File: config.mk
export PLATFORM = sky130hd
export DESIGN_NAME = adsr_env
export DESIGN_NICKNAME = d
export VERILOG_FILES = /design/src/rtl/adsr_env.sv
export SDC_FILE = /design/constraint.sdc
export NUM_CORES = 1
export LEC_CHECK = 0
export ABC_AREA = 0
export BUFFER_PORTS_ARGS = -buffer_cell sky130_fd_sc_hd__buf_2
export CAP_MARGIN = 30
export CORE_ASPECT_RATIO = 0.9
export CORE_MARGIN = 2
export CORE_UTILIZATION = 45
export DETAILED_ROUTE_END_ITERATION = 10
export GPL_ROUTABILITY_DRIVEN = 0
export PLACE_DENSITY_LB_ADDON = 0.08
export SLEW_MARGIN = 20
export SYNTH_ARGS = -nofsm -noshare
export SYNTH_HDL_FRONTEND = slang
export SYNTH_SLANG_ARGS = --single-unit
File: constraint.sdc
create_clock -name clk -period 3.6 [get_ports clk]
set_clock_uncertainty 0.15 [all_clocks]
set_input_delay 0.72 -clock clk [delete_from_list [all_inputs] [get_ports clk]]
set_output_delay 0.72 -clock clk [all_outputs]
set_load 0.03 [all_outputs]
File: src/rtl/adsr_env.sv
// ADSR envelope generator: fixed-point accumulator walked through attack/decay/sustain/release on clock-enable steps.
// Outputs are registered one clk after the ce edge; no backpressure, ce gates all state advance.
module adsr_env #(
  parameter int ENV_W       = 8,
  parameter int FRAC_W      = 8,
  parameter bit RETRIG_ZERO = 1'b0,
  localparam int ACC_W      = ENV_W + FRAC_W
) (
  input  logic             clk,
  input  logic             rst_n,
  input  logic             ce,
  input  logic             trig,
  input  logic [ACC_W-1:0] ai,
  input  logic [ACC_W-1:0] di,
  input  logic [ENV_W-1:0] s,
  input  logic [ACC_W-1:0] ri,
  output logic [ENV_W-1:0] envelope,
  output logic [2:0]       phase,
  output logic             active,
  output logic             done
);

  typedef enum logic [2:0] {
    IDLE    = 3'd0,
    ATTACK  = 3'd1,
    DECAY   = 3'd2,
    SUSTAIN = 3'd3,
    RELEASE = 3'd4
  } phase_t;

  localparam logic [ACC_W-1:0] MAX = {ACC_W{1'b1}};

  phase_t           state_q, state_d;
  logic [ACC_W-1:0] acc_q, acc_d;
  logic             trig_q, trig_d;
  logic             done_q, done_d;

  logic [ACC_W-1:0] sus;
  logic [ACC_W:0]   att_sum;
  logic [ACC_W:0]   dec_lim;
  logic             rise;

  always_ff @(posedge clk or negedge rst_n) begin
    if (!rst_n) begin
      state_q <= IDLE;
      acc_q   <= '0;
      trig_q  <= 1'b0;
      done_q  <= 1'b0;
    end else begin
      state_q <= state_d;
      acc_q   <= acc_d;
      trig_q  <= trig_d;
      done_q  <= done_d;
    end
  end

  // Sums carry one extra bit so the saturation compares can never wrap.
  always_comb begin
    state_d = state_q;
    acc_d   = acc_q;
    trig_d  = trig_q;
    done_d  = 1'b0;
    sus     = {s, {FRAC_W{1'b0}}};
    att_sum = {1'b0, acc_q} + {1'b0, ai};
    dec_lim = {1'b0, sus} + {1'b0, di};
    rise    = trig & ~trig_q;

    if (ce) begin
      trig_d = trig;
      if (rise) begin
        state_d = ATTACK;
        if (RETRIG_ZERO) acc_d = '0;
      end else if (!trig && (state_q == ATTACK || state_q == DECAY || state_q == SUSTAIN)) begin
        state_d = RELEASE;
      end else begin
        case (state_q)
          IDLE: acc_d = '0;
          ATTACK: begin
            if (ai == '0 || att_sum >= {1'b0, MAX}) begin
              acc_d   = MAX;
              state_d = DECAY;
            end else begin
              acc_d = att_sum[ACC_W-1:0];
            end
          end
          DECAY: begin
            if (di == '0 || {1'b0, acc_q} <= dec_lim) begin
              acc_d   = sus;
              state_d = SUSTAIN;
            end else begin
              acc_d = acc_q - di;
            end
          end
          SUSTAIN: acc_d = sus;
          RELEASE: begin
            if (ri == '0 || acc_q <= ri) begin
              acc_d   = '0;
              state_d = IDLE;
              done_d  = 1'b1;
            end else begin
              acc_d = acc_q - ri;
            end
          end
          default: begin
            acc_d   = '0;
            state_d = IDLE;
          end
        endcase
      end
    end
  end

  assign envelope = acc_q[ACC_W-1:FRAC_W];
  assign phase    = state_q;
  assign active   = (state_q != IDLE);
  assign done     = done_q;

endmodule

### Word level (Yosys, flattened, before mapping)

Index checks and enable logic that the tools add are counted.

| word-level totals | value |
|---|---|
| register bits | 21 |
| bits of input ports | 60 |
| output and inout bits | 13 |
| logic and storage cells | 53 |

| operators by class | value |
|---|---|
| add/subtract/negate cells | 4 |
| $lt $le $gt $ge | 3 |
| equality and inequality tests | 8 |
| mux-type cells | 15 |
| bitwise operators | 4 |
| reduce and logical (&&, ||, !) cells | 15 |

Operators by type and width:

| cell | number |
|---|---|
| 16-bit one-hot mux with 4 select lines | 1 |
| 16-bit zero test | 3 |
| 16-bit 2-to-1 mux | 3 |
| 16-bit by 16-bit adder with 17-bit output | 2 |
| 16-bit subtractor | 2 |
| 17-bit by 16-bit >= comparator with 1-bit output, second input constant | 1 |
| 16-bit by 17-bit <= comparator with 1-bit output | 1 |
| 16-bit <= comparator | 1 |
| 3-bit 2-to-1 mux | 5 |
| 3-bit one-hot mux with 4 select lines | 1 |
| 4-bit by 2-bit inequality test with 1-bit output, second input constant | 2 |
| 3-bit by 2-bit == test with 1-bit output, second input constant | 2 |
| 1-bit logical OR | 5 |
| 1-bit 2-to-1 mux | 5 |
| 5-bit AND reduction | 1 |
| 4-bit inequality test, second input constant | 1 |
| 3-bit by 1-bit == test with 1-bit output, second input constant | 1 |
| 3-bit == test, second input constant | 1 |
| 3-bit zero test | 1 |
| 3-bit by 1-bit inequality test with 1-bit output, second input constant | 1 |
| 1-bit NOT | 3 |
| 3-bit AND reduction | 1 |
| 3-bit nonzero test | 1 |
| 2-bit OR reduction | 1 |
| other kinds (3) | 3 |

### Longest topological paths before layout

Gate-level depths: netlist of run 1.

| logic depth | value |
|---|---|
| depth in word-level cells | 7 |
| gate-level depth with buffers | 18 |
| gate-level depth less buffers | 17 |

### Worst setup path before layout of run 1

No wires, ideal clock.

| timing path | value |
|---|---|
| kind | input -> register |
| start point | in di[9] |
| end point | reg acc_q[9] |
| setup time | 0.123 ns |
| data arrival time | 3.863 ns |
| data required time | 3.327 ns |
| path slack | -0.537 ns |
| stages | 17 |
| path buffers | 0 |
| cells stage by stage | ha_1 > a21o_1 > a21oi_1 > o21bai_1 > a21oi_1 > o21bai_1 > a21oi_1 > xor2_1 > ha_1 > and4_1 > nand4_1 > a211o_1 > a2111oi_4 > nor2_2 > a22o_1 > a211oi_1 > o21ai_1 |

| between the ends | value |
|---|---|
| longest elaborated chain between the ends | 5 |
| elaborated cells on any way between the ends | 7 |
| classes of those cells | 2 x add/sub; 1 x order compare; 2 x mux; 2 x reduce/logical |

Ends and longest elaborated chain:

| item | RTL line | source |
|---|---|---|
| start: declaration | 14 | `input logic [ACC_W-1:0] di,` |
| 16-bit by 16-bit adder with 17-bit output | 65 | `dec_lim = {1'b0, sus} + {1'b0, di};` |
| 16-bit by 17-bit <= comparator with 1-bit output | 87 | `if (di == '0 \|\| {1'b0, acc_q} <= dec_lim) begin` |
| 1-bit logical OR | 87 |  |
| 16-bit 2-to-1 mux * | 87 |  |
| 16-bit one-hot mux with 4 select lines * | 76 | `case (state_q)` |
| end signal: assignment | 46 | `acc_q <= '0;` |
| end signal: assignment | 51 | `acc_q <= acc_d;` |
| end: declaration | 34 | `logic [ACC_W-1:0] acc_q, acc_d;` |

Every way passes the cells marked *; elsewhere a longest branch is shown, timed or not.
A chain may end at the register's enable or synchronous reset.

### Worst setup path after layout of run 1

| timing path | value |
|---|---|
| start point | in s[1] |
| end point | reg acc_q[9] |

| between the ends | value |
|---|---|
| longest elaborated chain between the ends | 5 |

Ends and longest elaborated chain:

| item | RTL line | source |
|---|---|---|
| start: declaration | 15 | `input logic [ENV_W-1:0] s,` |
| 16-bit by 16-bit adder with 17-bit output | 65 |  |
| 16-bit by 17-bit <= comparator with 1-bit output | 87 |  |
| 1-bit logical OR | 87 |  |
| 16-bit 2-to-1 mux | 87 |  |
| 16-bit one-hot mux with 4 select lines * | 76 |  |

Marks and branches as above.

==> flow_metrics.py, run 1 <==
metrics = {
    "timing": {
        "worst_slew_pin_slew_ns": 0.931,
        "fin_setup_tns_ns": -4.32,
        "period_share_pct": 109,
        "fin_ws_ns": -0.317,
        "hold_viol": 0,
        "rsz0062_at_grt": "true",
        "worst_slew_margin_rel_pct": 37.7,
        "final-setup-viol-count": 17,
        "drv_slew": 0,
        "fin_crit_ns": 3.92,
        "max_freq_ghz": 0.255,
    },
    "synthesis": {
        "synthesis.area_um2": 4420,
        "synth.area.top_cells": "ha_1, dfrtp_1, a21oi_1, inv_1, xnor2_1",
        "synth_top_cell_area_share_pct": 17.8,
        "synth.distinct_cells": 67,
        "syn_area_per_cell_um2": 7.51,
        "ys.flop_type": "dfrtp_1",
        "syn_inst": 589,
        "yosys_warnings": 0,
        "ys_seq_area_share_pct": 11.9,
        "ys_async_sr_fraction_pct": 100,
        "synth_edf_count": 0,
        "synth-seq-cells": 21,
        "synth_nets": 716,
        "synth_area_leader_cell": "ha_1",
    },
    "floorplanning": {
        "dieArea_um2": 10600,
        "io_pins": 73,
        "die_h_um": 98.1,
        "die_w_um": 109,
        "row_count": 34,
        "initial_core_util_pct": 46.0,
        "core_area_um2": 9610,
    },
    "routing": {
        "drt_iter0_drc": 324,
        "routed_wl_mm": 14.5,
        "vias": 4896,
        "via_per_inst": 5.91,
        "route.met3.wl_um": 912,
        "ant_nets": 0,
        "wl_per_cell_um": 17.5,
        "top_layer": "met4",
        "met1_length_mm": 6.83,
        "drt_pass1_iterations": 7,
        "dr_wl_met2_mm": 6.50,
        "drc": 0,
    },
    "min_path": {
        "hp-class": "in2async",
    },
    "power_and_ir_drop": {
        "p_per_area_nw_per_um2": 338,
        "worst_ir_drop_vdd_mv": 0.212,
        "total_power_mw": 1.85,
        "leakage_nw": 2.73,
    },
    "clock_network": {
        "clock_latency_ns": 0.26,
        "cts_tree": "built",
        "numClockSinks": 21,
        "cts-buffers-inserted": 3,
        "clkTransAtPathRegs_ns": 0.08,
        "cts.path.max_buffers": 2,
        "cts_max_level": 1,
        "ctsRootBufferMaster": "clkbuf_8",
    },
    "setup_path": {
        "crit_fanout": 5,
        "worst_ep_required_time_ns": 3.60,
        "critPathCaptureType": "flip-flop",
        "arrival_ns": 3.92,
        "path_class": "in2reg",
        "start_kind": "primary input",
    },
    "grt": {
        "grt_pass1_wl_mm": 22.5,
        "grt_max_degree": 30,
        "track_usage_pct": 26.8,
        "grt_antenna_before_repair": 0,
        "overflow": 0,
        "grt_pass1_vias": 4445,
    },
    "outcome": {
        "violations": "negative setup slack",
        "status": "finished, violations left",
    },
    "cells_and_area": {
        "final_util_pct": 57.0,
        "n_antenna_cell": 0,
        "area_growth_pct": 23.9,
        "final_nets": 830,
        "drive_gt1_share_pct": 23.5,
        "fillers": 930,
    },
    "placement": {
        "dp_hpwl_mm": 12.2,
        "port_buffers": 72,
    },
    "flow_run": {
        "maxCapViolations": 0,
    },
}
where the power goes:
part           internal (mW)  total [mW]  switching (mW)  leakage [nW]
Combinational          0.566        1.37           0.801          2.42
Sequential             0.267       0.331          0.0633         0.287
Clock                 0.0789       0.157          0.0777        0.0228
Total                  0.912        1.85           0.942          2.73
metal layers:
layer	global-route usage [%]	up-vias
met2	43.1	142
met5	0	-
met3	2.07	20
met1	38.8	2287
met4	6.21	0
li1	-	2447
cell type report:
| cell class | count | area [µm²] | share of cell area (%) |
|---|---|---|---|
| Multi-Input combinational cell | 490 | 3670 | 66.9 |
| Timing Repair Buffer | 132 | 877 | 16.0 |
| Sequential cell | 21 | 526 | 9.59 |
| Inverter | 55 | 206 | 3.77 |
| Tap cell | 126 | 158 | 2.88 |
| Clock buffer | 4 | 45.0 | 0.822 |
stage by stage:
stage | hold WS [ns] | setup slack [ns] | instances | area, µm²
finish | 0.265 | -0.317 | 828 | 5480
global route | 0.300 | -0.526 | 828 | 5480
CTS | 0.279 | -0.294 | 823 | 5380
detailed placement | 0.445 | -0.638 | 817 | 5270
global placement | 0.434 | -0.564 | 817 | 5270
floorplan | 0.274 | -0.373 | 589 | 4450
worst paths after layout:
kind	startpoint	end	slack, ns	cells past startpoint
setup / recovery	s[1]	acc_q[9]$_DFFE_PN0P_	-0.32	19
max in group asynchronous	rst_n	acc_q[11]$_DFFE_PN0P_	2.70	1
hold reg to reg	trig_q$_DFFE_PN0P_	trig_q$_DFFE_PN0P_	0.46	2
hold / removal	rst_n	acc_q[1]$_DFFE_PN0P_	0.26	1
min in group clk	trig_q$_DFFE_PN0P_	trig_q$_DFFE_PN0P_	0.46	2
setup reg to reg	acc_q[0]$_DFFE_PN0P_	acc_q[12]$_DFFE_PN0P_	0.18	13
repair_timing:
item	4_1_cts	5_1_grt
resized for setup	11	9
pin swaps	6	12
hold buffers	0	0
hold endpoints to repair	0	0
buffers inserted	2	4
setup endpoints to repair	17	17
cloned	0	1
layout by cell type, fill, tap and decap left out, types with 4 or more instances in the layout:
cell type | Yosys | routed
xnor2_1 | 22 | 22
a21oi_1 | 68 | 63
buf_4 | 8 | 56
xor2_1 | 13 | 13
nand4_1 | 6 | 6
nand2b_1 | 9 | 8
a211oi_1 | 14 | 12
nor2b_1 | 8 | 8
nor2_1 | 31 | 31
nor4_1 | 15 | 15
inv_1 | 55 | 55
a31oi_1 | 9 | 9
dfrtp_1 | 21 | 21
nor3_1 | 9 | 9
o311ai_0 | 4 | 4
o21ai_1 | 6 | 6
ha_1 | 63 | 61
a221oi_1 | 9 | 4
or2_2 | 4 | 4
and3_1 | 7 | 6
o31a_1 | 5 | 5
o31ai_1 | 6 | 6
o21a_1 | 10 | 10
buf_2 | 2 | 70
or3_1 | 4 | 4
nand2_1 | 39 | 39
and2_1 | 7 | 7
o21ai_0 | 28 | 28
a21o_1 | 18 | 18
nor3b_1 | 7 | 7
o21bai_1 | 4 | 4
a21oi_2 | 0 | 5
a221oi_2 | 1 | 6
nand3_1 | 13 | 13
cells by family after synthesis:
group	Yosys count	synth area share (%)
flops	21	11.9
buf+inv	78	7.52
simple gates	166	19.4
xor+xnor	35	6.93
fa+ha+maj	67	19.6
compound gates	220	34.1
mux	2	0.481
flip-flops by register name (all words and copies together), names as in the netlist:
signal and count:
phase 3, trig_q 1, acc_q 16, done 1
cell usage after synthesis, drive strengths merged (11+ instances only):
library cell / number
a21oi: 68
ha: 63
inv: 55
nand2: 39
o21ai: 34
nor2: 32
xnor2: 22
dfrtp: 21
a21o: 18
nor4: 15
a211oi: 14
nand3: 13
xor2: 13
clkbuf: 12
buf: 11
worst max-delay path, cell delays in order:
cell and delay [ns]:
buf_8 0.11, ha_4 0.25, a21o_1 0.11, a21oi_2 0.05
o21bai_1 0.20, a21oi_2 0.08, o21bai_1 0.14, a21oi_1 0.09
xor2_1 0.16, ha_1 0.29, and4_1 0.22, nand4_1 0.12
a211o_1 0.30, a2111oi_4 0.36, buf_4 0.19, nor2_4 0.05
a22o_1 0.23, a211oi_2 0.18, o21ai_1 0.07
No activity file was read; power rests on OpenSTA's default activity.
==> run 2, diff against run 1 <==
--- a/config.mk
+++ b/config.mk
@@ -10,7 +10,7 @@
 export CAP_MARGIN = 30
 export CORE_ASPECT_RATIO = 0.9
 export CORE_MARGIN = 2
-export CORE_UTILIZATION = 45
+export CORE_UTILIZATION = 35
 export DETAILED_ROUTE_END_ITERATION = 10
 export GPL_ROUTABILITY_DRIVEN = 0
 export PLACE_DENSITY_LB_ADDON = 0.08
==> flow_metrics.py, run 2 (synthesis gave the netlist of run 1 again) <==
metrics = {
    "outcome": {
        "status": "finished, violations left",
        "violations": "negative setup slack",
    },
    "setup_path": {
        "reg2reg_from": "acc_q[0]$_DFFE_PN0P_",
        "rrSetupSlack_ns": 0.06,
        "worstPathCellList": "buf_8 -> ha_4 -> a21o_1 -> a21oi_2 -> o21bai_1 -> a21oi_2 -> o21bai_1 -> a21oi_2 -> xor2_1 -> ha_1 -> and4_4 -> nand4_1 -> a211o_1 -> a2111oi_4 -> and2b_4 -> clkbuf_16 -> and2_4 -> a211oi_2 -> o21ai_1",
        "critPathCaptureType": "flip-flop",
        "path_class": "in2reg",
        "start_kind": "primary input",
        "r2r_cells": 13,
        "worst_ep_required_time_ns": 3.64,
        "crit_top_cell": "a21oi_2",
        "timing.rr.end": "acc_q[1]$_DFFE_PN0P_",
        "critPathMaxStageDelay_ns": 0.36,
        "crit_fanout": 7,
        "arrival_ns": 3.98,
        "cp_slowest_cell": "a2111oi_4",
    },
    "timing": {
        "drv_slew": 0,
        "max_freq_ghz": 0.254,
        "fin_setup_tns_ns": -4.46,
        "worst_slew_pin_slew_ns": 0.692,
        "rsz0062_at_grt": "true",
        "period_share_pct": 109,
        "fin_crit_ns": 3.94,
        "worst_slew_margin_rel_pct": 53.5,
        "final-setup-viol-count": 17,
        "hold_viol": 0,
        "whs_ns": 0.285,
        "fin_ws_ns": -0.335,
    },
    "grt": {
        "grt_pass1_wl_mm": 24.3,
        "grt_max_degree": 30,
        "track_usage_pct": 22.7,
        "overflow": 0,
        "grt_antenna_before_repair": 0,
        "grt_pass1_vias": 4709,
    },
    "clock_network": {
        "numClockSinks": 21,
        "cts.path.max_buffers": 2,
        "cts-buffers-inserted": 3,
        "clock_latency_ns": 0.26,
        "cts_hold_buf": 0,
        "cts_tree": "built",
        "ctsRootBufferMaster": "clkbuf_16",
        "cts_max_level": 1,
        "clkTransAtPathRegs_ns": 0.07,
    },
    "min_path": {
        "hp-class": "in2async",
    },
    "floorplanning": {
        "row_count": 38,
        "initial_core_util_pct": 36.3,
        "core_area_um2": 12200,
        "dieArea_um2": 13600,
        "die_h_um": 111,
        "die_w_um": 122,
        "io_pins": 73,
    },
    "cells_and_area": {
        "drive_gt1_share_pct": 25.0,
        "largest_register_ffs": 16,
        "final_cell_mix": "buf_2, a21oi_1, ha_1, buf_4, inv_1",
        "regMostFlops": "acc_q",
        "final_nets": 835,
        "n_antenna_cell": 0,
        "mostFrequentLayoutCell": "buf_2",
        "area_growth_pct": 26.9,
    },
    "routing": {
        "drc": 0,
        "wl_per_cell_um": 18.0,
        "via_per_inst": 5.61,
        "vias": 4861,
        "drt_pass1_iterations": 5,
        "drt_iter0_drc": 242,
        "routed_wl_mm": 15.6,
        "ant_nets": 0,
    },
    "power_and_ir_drop": {
        "leakage_nw": 2.78,
        "p_per_area_nw_per_um2": 353,
        "worst_ir_drop_vdd_mv": 0.164,
        "total_power_mw": 1.98,
    },
    "placement": {
        "port_buffers": 72,
        "dp_hpwl_mm": 13.0,
        "dp_slack_ns": -0.800,
    },
    "flow_run": {
        "maxCapViolations": 0,
    },
}
==> run 2: changes by cell type in the layout (fill, tap and decap cells not counted), sizes merged <==
| cell | change |
|---|---|
| clkbuf | -1 |
| clkinvlp | +1 |
| buf | +5 |
==> run 2: repair_timing <==
action	4_1_cts	5_1_grt
setup endpoints to repair	17	17
gates cloned	0	1
pin swaps	8	13
buffers inserted	8	1
gates resized for setup	13	13
hold endpoints to repair	0	0
==> run 2: area by class of cell <==
type                       count  area (µm²)
clock buffer                   3        75.1
clock inverter                 1        7.51
fill                        1257        6560
inverter                      55         206
multi-input combinational    490        3680
sequential                    21         526
tap                          160         200
timing repair buffer         137         915
==> run 2: per-layer routing <==
layer,wire [µm],part of all wire [%],global-route usage [%],vias up
met5,0,0,0,-
met4,329,2.1,5.98,0
met3,620,4.0,1.81,17
met2,6880,44,35.7,105
met1,7750,50,32.9,2280
li1,-,-,-,2459
==> run 2: how the worst max path moves through the flow <==
| stage | start | endpoint | slack (ns) |
|---|---|---|---|
| 3_3_place_gp | di[9] | acc_q[15]$_DFFE_PN0P_ | -0.61 |
| 3_5_place_dp | di[9] | acc_q[1]$_DFFE_PN0P_ | -0.80 |
| 5_1_grt | di[9] | acc_q[15]$_DFFE_PN0P_ | -0.54 |
| 6_report | s[1] | acc_q[5]$_DFFE_PN0P_ | -0.34 |
| 4_1_cts | di[9] | acc_q[9]$_DFFE_PN0P_ | -0.37 |
| 2_1_floorplan | di[9] | acc_q[4]$_DFFE_PN0P_ | -0.37 |
==> run 2: power by group <==
| part | internal, mW | leakage (nW) | switching (mW) |
|---|---|---|---|
| Clock | 0.151 | 0.0371 | 0.103 |
| Combinational | 0.575 | 2.45 | 0.814 |
| Sequential | 0.267 | 0.287 | 0.0698 |
| Total | 0.993 | 2.78 | 0.987 |
==> run 2: worst max-delay path: cells and delay by family <==
kind | cells | cell delay [ns]
buf+inv | 2 | 0.26
xor+xnor | 1 | 0.16
simple gates | 4 | 0.75
compound gates | 10 | 1.52
fa+ha+maj | 2 | 0.55
==> run 2: stage by stage <==
step / instance area [µm²] / utilization [%] / std cells
6_report: 5610 / 46.1 / 867
5_1_grt: 5610 / 46.1 / 867
4_1_cts: 5520 / 45.3 / 864
3_5_place_dp: 5330 / 43.8 / 853
3_3_place_gp: 5330 / 43.8 / 853
2_1_floorplan: 4450 / - / 589
